<file path="src/rtl/bitmask_skip_scheduler.sv">
// bitmask_skip_scheduler
// Walks the set bits of a 16-bit weight mask MSB first, one beat per cycle,
// so the bit-serial shift-add lanes only spend cycles on nonzero weight bits.
// An all-zero mask produces a single empty beat flagged by out_zero.
// Beats per mask are capped at MAX_BEATS; lower set bits past the cap are dropped.
// Optional feature macro: SKIP_SCHED_PERF_CNT_EN adds saturating counters
// perf_masks (accepted masks) and perf_beats (completed output handshakes).
module bitmask_skip_scheduler #(
   parameter int MAX_BEATS = 16,
   parameter int CNT_W     = 16
) (
   input  logic             clk,
   input  logic             reset,
   input  logic             in_valid,
   output logic             in_ready,
   input  logic [15:0]      in_mask,
   output logic             out_valid,
   input  logic             out_ready,
   output logic [3:0]       out_pos,
   output logic             out_last,
   output logic             out_zero
`ifdef SKIP_SCHED_PERF_CNT_EN
   ,
   output logic [CNT_W-1:0] perf_masks,
   output logic [CNT_W-1:0] perf_beats
`endif
);

   typedef enum logic [1:0] {
      IDLE = 2'd0,
      RUN  = 2'd1,
      ZERO = 2'd2
   } state_t;

   // Out-of-range parameters would silently mis-size the cap compare or counters.
   if (MAX_BEATS < 1 || MAX_BEATS > 16) begin : g_badMaxBeats
      $error("MAX_BEATS must be in 1..16");
   end
   if (CNT_W < 1) begin : g_badCntW
      $error("CNT_W must be at least 1");
   end

   localparam logic [3:0] LAST_CNT = 4'(MAX_BEATS - 1);

   state_t      r_state, w_stateNext;
   logic [15:0] r_mask, w_maskNext;
   logic [3:0]  r_cnt, w_cntNext;
   logic [3:0]  w_hiPos;
   logic        w_oneHot;
   logic        w_fire;
   logic        w_accept;

   // Leading-one encoder: later (higher) set bits override lower ones.
   always_comb begin
      w_hiPos = 4'd0;
      for (int i = 0; i < 16; i++) begin
         if (r_mask[i]) w_hiPos = 4'(i);
      end
   end

   assign w_oneHot = (r_mask != 16'd0) && ((r_mask & (r_mask - 16'd1)) == 16'd0);

   // Output beat decode; everything is held stable under backpressure because
   // it depends only on registered state.
   always_comb begin
      out_valid = 1'b0;
      out_pos   = 4'd0;
      out_last  = 1'b0;
      out_zero  = 1'b0;
      case (r_state)
         RUN: begin
            out_valid = 1'b1;
            out_pos   = w_hiPos;
            out_last  = w_oneHot || (r_cnt == LAST_CNT);
         end
         ZERO: begin
            out_valid = 1'b1;
            out_last  = 1'b1;
            out_zero  = 1'b1;
         end
         default: ;
      endcase
   end

   assign w_fire   = out_valid & out_ready;
   assign in_ready = (r_state == IDLE) | (w_fire & out_last);
   assign w_accept = in_valid & in_ready;

   // Next-state logic: retire the emitted bit, finish on the last beat, and
   // let a same-cycle accept start the next mask without a bubble.
   always_comb begin
      w_stateNext = r_state;
      w_maskNext  = r_mask;
      w_cntNext   = r_cnt;
      if (w_fire && !out_last) begin
         w_maskNext[w_hiPos] = 1'b0;
         w_cntNext           = r_cnt + 4'd1;
      end
      if (w_fire && out_last) begin
         w_stateNext = IDLE;
      end
      if (w_accept) begin
         w_maskNext  = in_mask;
         w_cntNext   = 4'd0;
         w_stateNext = (in_mask == 16'd0) ? ZERO : RUN;
      end
   end

   // State, mask and beat counter registers.
   always_ff @(posedge clk) begin
      if (reset) begin
         r_state <= IDLE;
         r_mask  <= 16'd0;
         r_cnt   <= 4'd0;
      end else begin
         r_state <= w_stateNext;
         r_mask  <= w_maskNext;
         r_cnt   <= w_cntNext;
      end
   end

`ifdef SKIP_SCHED_PERF_CNT_EN
   logic [CNT_W-1:0] r_perfMasks, r_perfBeats;

   // Saturating event counters; they stick at all-ones instead of wrapping.
   always_ff @(posedge clk) begin
      if (reset) begin
         r_perfMasks <= '0;
         r_perfBeats <= '0;
      end else begin
         if (w_accept && (r_perfMasks != '1)) r_perfMasks <= r_perfMasks + 1'b1;
         if (w_fire && (r_perfBeats != '1))   r_perfBeats <= r_perfBeats + 1'b1;
      end
   end

   assign perf_masks = r_perfMasks;
   assign perf_beats = r_perfBeats;
`endif

endmodule

</file>
<file path="config.mk">
export PLATFORM = sky130hd
export DESIGN_NAME = bitmask_skip_scheduler
export DESIGN_NICKNAME = d
export VERILOG_FILES = /design/src/rtl/bitmask_skip_scheduler.sv
export SDC_FILE = /design/constraint.sdc
export NUM_CORES = 1
export LEC_CHECK = 0
export CAP_MARGIN = 10
export CORE_MARGIN = 5
export CORE_UTILIZATION = 40
export DETAILED_ROUTE_END_ITERATION = 16
export PLACE_DENSITY = 0.7
export SKIP_LAST_GASP = 1
export SLEW_MARGIN = 10
export SYNTH_ARGS = -nofsm -noshare
export SYNTH_HDL_FRONTEND = slang
export SYNTH_SLANG_ARGS = --single-unit
</file>
<file path="constraint.sdc">
create_clock -name clk -period 3.85 [get_ports clk]
set_input_delay 0.77 -clock clk [delete_from_list [all_inputs] [get_ports clk]]
set_output_delay 0.77 -clock clk [all_outputs]
set_load 0.02 [all_outputs]
</file>
==> results, run 1 <==
- Using the TritonRoute via totals, the vias-per-cell ratio works out to 6.27.
- The post-route netlist has 10.8% of its cells at a drive strength greater than 1.
- The average instance area after synthesis is 8.16 um^2.
- The worst pin sits at a relative slew slack of 48.9%.
- The clock period minus worst slack is 3.72 ns.
- Buffers inserted to repair hold after CTS numbered 0.
- The number of synthesized flops with an enable pin is 0.
- The transition time of the tightest slew-check pin is 0.763 ns.
- The cell taking the most area after synthesis is dfxtp_1.
- The starting density of the core is 41.4%.
- The die extent in y is 74.4 um.
- The count of buffers added on input and output ports is 27.
- Yosys attributes the largest share of cell area to dfxtp_1, mux2i_1, o311ai_0.
- After synthesis the netlist holds a flip-flop and latch count of 22.
- Summed over all failing endpoints, the final setup total negative slack is 0 ns.
- Compared with the post-synthesis result, the final layout area differs by 26.3%.
- In this run the worst path has a maximum fanout of 7.
- The largest single stage delay on the critical path is 0.60 ns.
- During I/O placement, the number of pins put on the boundary was 28.
- For the worst-skew pair, the clock arrives at the later sink with an insertion delay of 0.27 ns.
- For this run, the share of the core covered by cells in the final layout is 52.3%.
- The worst supply voltage drop on vdd is 0.000289 V.
- The min-delay analysis places its worst path in the category reg2reg.
- The setup-violating endpoint count in the final report is 0.
- The register area share after synthesis is 26.6%.
- The kind of end point of the critical path is an output port.
- The total number of nets in the final design is 256.
- The per-cell routed wire length is 16.7 um.
- The number of endpoints with negative hold slack in the final report is 0.
- Counting the buffers created by CTS gives 3.
- For this design, the slowest cell found on the critical path is or4_4.
- By count the netlist is led by nand2_1, dfxtp_1, mux2i_1.
- The placeable core region is 4000 um^2.
- The data required time of the worst path is 3.08 ns.
- In the finished design, the share of the clock period the worst path needs comes to 96.6%.
- STA classifies the critical path startpoint as a register.
- Dividing total power by cell area gives a power density of 409 nW/um^2.
- The wire-length estimate of the detail-placed layout is 3520 um.
- For this run the aggregate overflow at the end of global routing stands at 0.
- Traced cell by cell, the critical path runs through or4_4 -> a2111oi_4 -> o22ai_2 -> or4_4 -> a21oi_1 -> or2_1 -> dlygate4sd2_1.
- The dominant cell type by count on the critical path is or4_4.
- In the synthesized netlist the async set-or-reset flop fraction comes to 0%.
- Setup repair after global routing left no endpoint under its margin.
- The most repeated cell in the gate-level netlist after synthesis is nand2_1.
- In this run the clock root is driven by a clkbuf_8.
- The critical setup path kind is reg2out.
- The number of DRC violations after detailed routing is 0.
- The post-CTS repair timing setup buffer count is 0.
- The yosys synthesis warning count is 0.
- 0 antenna diodes ended up in the layout.
- Counting along the longest clock path gives a buffer depth of 2.
- The number of global-route vias before repair is 1665.
- The total number of placement rows is 23.
- The placer's final routability congestion estimate is 0.957.
- The final-layout fill cell count is 372.
- The worst hold slack across all endpoints is 0.499 ns.
- After clock tree synthesis, the clock-pin slew on the worst setup and hold paths is 0.08 ns.
- The final count of pins violating max slew came to 0.
- The total number of vias is 1763.
- The area of the die is 5530 um^2.
- The arrival time of data at the critical path endpoint is 2.95 ns.
- The total number of clock tree sinks is 22.
- Synthesis produced a netlist with a net count of 227.
- The flow ran to the end, and the final reports show no timing, DRC or antenna violations.
- The total leakage power is 0.750 nW.
- In the synthesized netlist the dominant register cell turns out to be dfxtp_1.
- For this block, the initial DRC count from the detailed router was 86.
- TritonCTS built the clock tree.
- The die width is 74.4 um.
- Across the run, the number of max-cap violations was 0.
- Global routing consumed, over all layers together, 17.9% of the routing resources.
- The distinct cell type count of the synthesized netlist is 46.
- The cell area after technology mapping is 1660 um^2.
- Wires add up to 4690 um.
- Based on the critical path, the design can be clocked at up to 269 MHz.
- The number of iterations in the first detailed-routing pass is 4.
- The first global-routing pass estimated 7800 um of wire.
- The proportion of netlist area held by the largest area contributor is 26.6%.
- In this run the number of H-tree levels came out at 1.
- The initial antenna violation count came to 0.
- The remaining number of nets flagged by the antenna check after routing is 0.
- Entering global routing, the biggest net connects 21 pins.
- The worst setup skew after layout is 0.00545 ns.
- The synthesized netlist cell count is 203.
## per-stage QoR
| stage | worst slack (ns) | cells | total power, W | cell area (um^2) |
|---|---|---|---|---|
| after global placement | 0.235 | 277 | 0.000633 | 2010 |
| after global routing | 0.00378 | 281 | 0.000902 | 2090 |
| after detailed placement | 0.209 | 277 | 0.000630 | 2010 |
| final | 0.131 | 281 | 0.000857 | 2090 |
| after CTS | 0.0144 | 281 | 0.000850 | 2080 |
| after floorplan | 0.688 | 203 | 0.000512 | 1660 |
## final cells by class
class	count	area, um^2	share of cell area [%]
multi-input combinational	161	1140	54.5
inverter	6	22.5	1.08
timing repair buffer	38	354	16.9
sequential	22	440	21.1
clock buffer	3	41.3	1.97
clock inverter	1	30.0	1.44
tap	50	62.6	2.99
## path summary, 6_finish.rpt
path | to | slack (ns) | from | cells after the start
setup / recovery | in_ready | 0.13 | r_mask[4]$_SDFFE_PP0P_ | 7
hold / removal | r_cnt[3]$_SDFFE_PP0P_ | 0.50 | r_cnt[3]$_SDFFE_PP0P_ | 2
setup reg to reg | r_mask[0]$_SDFFE_PP0P_ | 1.16 | r_mask[4]$_SDFFE_PP0P_ | 8
hold reg to reg | r_cnt[3]$_SDFFE_PP0P_ | 0.50 | r_cnt[3]$_SDFFE_PP0P_ | 2
## sequential cells by signal, summed over array words and instances (netlist names)
name	count
r_state	2
r_mask	16
r_cnt	4
## power breakdown
part / switching (W) / internal [W]
sequential: 0.0000344 / 0.000247
combinational: 0.000196 / 0.000160
clock: 0.0000798 / 0.000139
## cells in the final DEF, fill, tap and decap left out, types with 2 or more instances in the layout
master           instances
and4_1                   4
a21oi_1                  3
clkbuf_8                 3
o311ai_0                11
or3_1                    4
nor2b_1                  4
o41ai_1                  2
inv_1                    6
clkdlybuf4s50_1         25
nand4_1                  3
buf_4                   11
nor2_1                  14
a21boi_0                 2
or4_1                    3
or2_2                    3
nand2_1                 24
nand3_1                  8
a211oi_1                 9
o21ai_0                  8
dfxtp_1                 22
ha_1                     4
o21a_1                   2
mux2i_1                 15
nor4_1                   6
or4_4                    2
o31ai_1                  3
nor4_4                   3
o2111ai_1                2
nor3_1                   6
## cell families (layout without fill, tap and decap cells)
group | after synthesis | after routing | synth area share [%]
compound gates | 53 | 53 | 25.5
fa+ha+maj | 4 | 4 | 3.02
buf+inv | 20 | 48 | 5.06
flops | 22 | 22 | 26.6
mux | 16 | 16 | 9.74
simple gates | 88 | 88 | 30.1
## worst max-delay path, delay by kind of cell (launching register included)
family / cells / cell delay (ns)
AND/OR/NAND/NOR: 3 / 1.21
AO/OA/AOI/OAI: 3 / 0.75
flip-flops: 1 / 0.40
buffers and inverters: 1 / 0.32
## metal layers
metal,routed length (um),track usage [%]
met1,2110,24.2
met2,2140,28.9
met3,298,2.16
met4,132,7.51
met5,0,0
## repair_timing
item | CTS | global route
endpoints found under the setup margin | 1 | 2
cloned | 0 | 0
resized for setup | 1 | 2
pin swaps | 0 | 0
(Power assumes the default switching activity.)
==> run 2, diff against run 1 <==
--- a/config.mk
+++ b/config.mk
@@ -10,7 +10,6 @@
 export CORE_UTILIZATION = 40
 export DETAILED_ROUTE_END_ITERATION = 16
 export PLACE_DENSITY = 0.7
-export SKIP_LAST_GASP = 1
 export SLEW_MARGIN = 10
 export SYNTH_ARGS = -nofsm -noshare
 export SYNTH_HDL_FRONTEND = slang
==> results of run 2 <==
No change in the layout: final DEF, timing and power equal those of run 1.
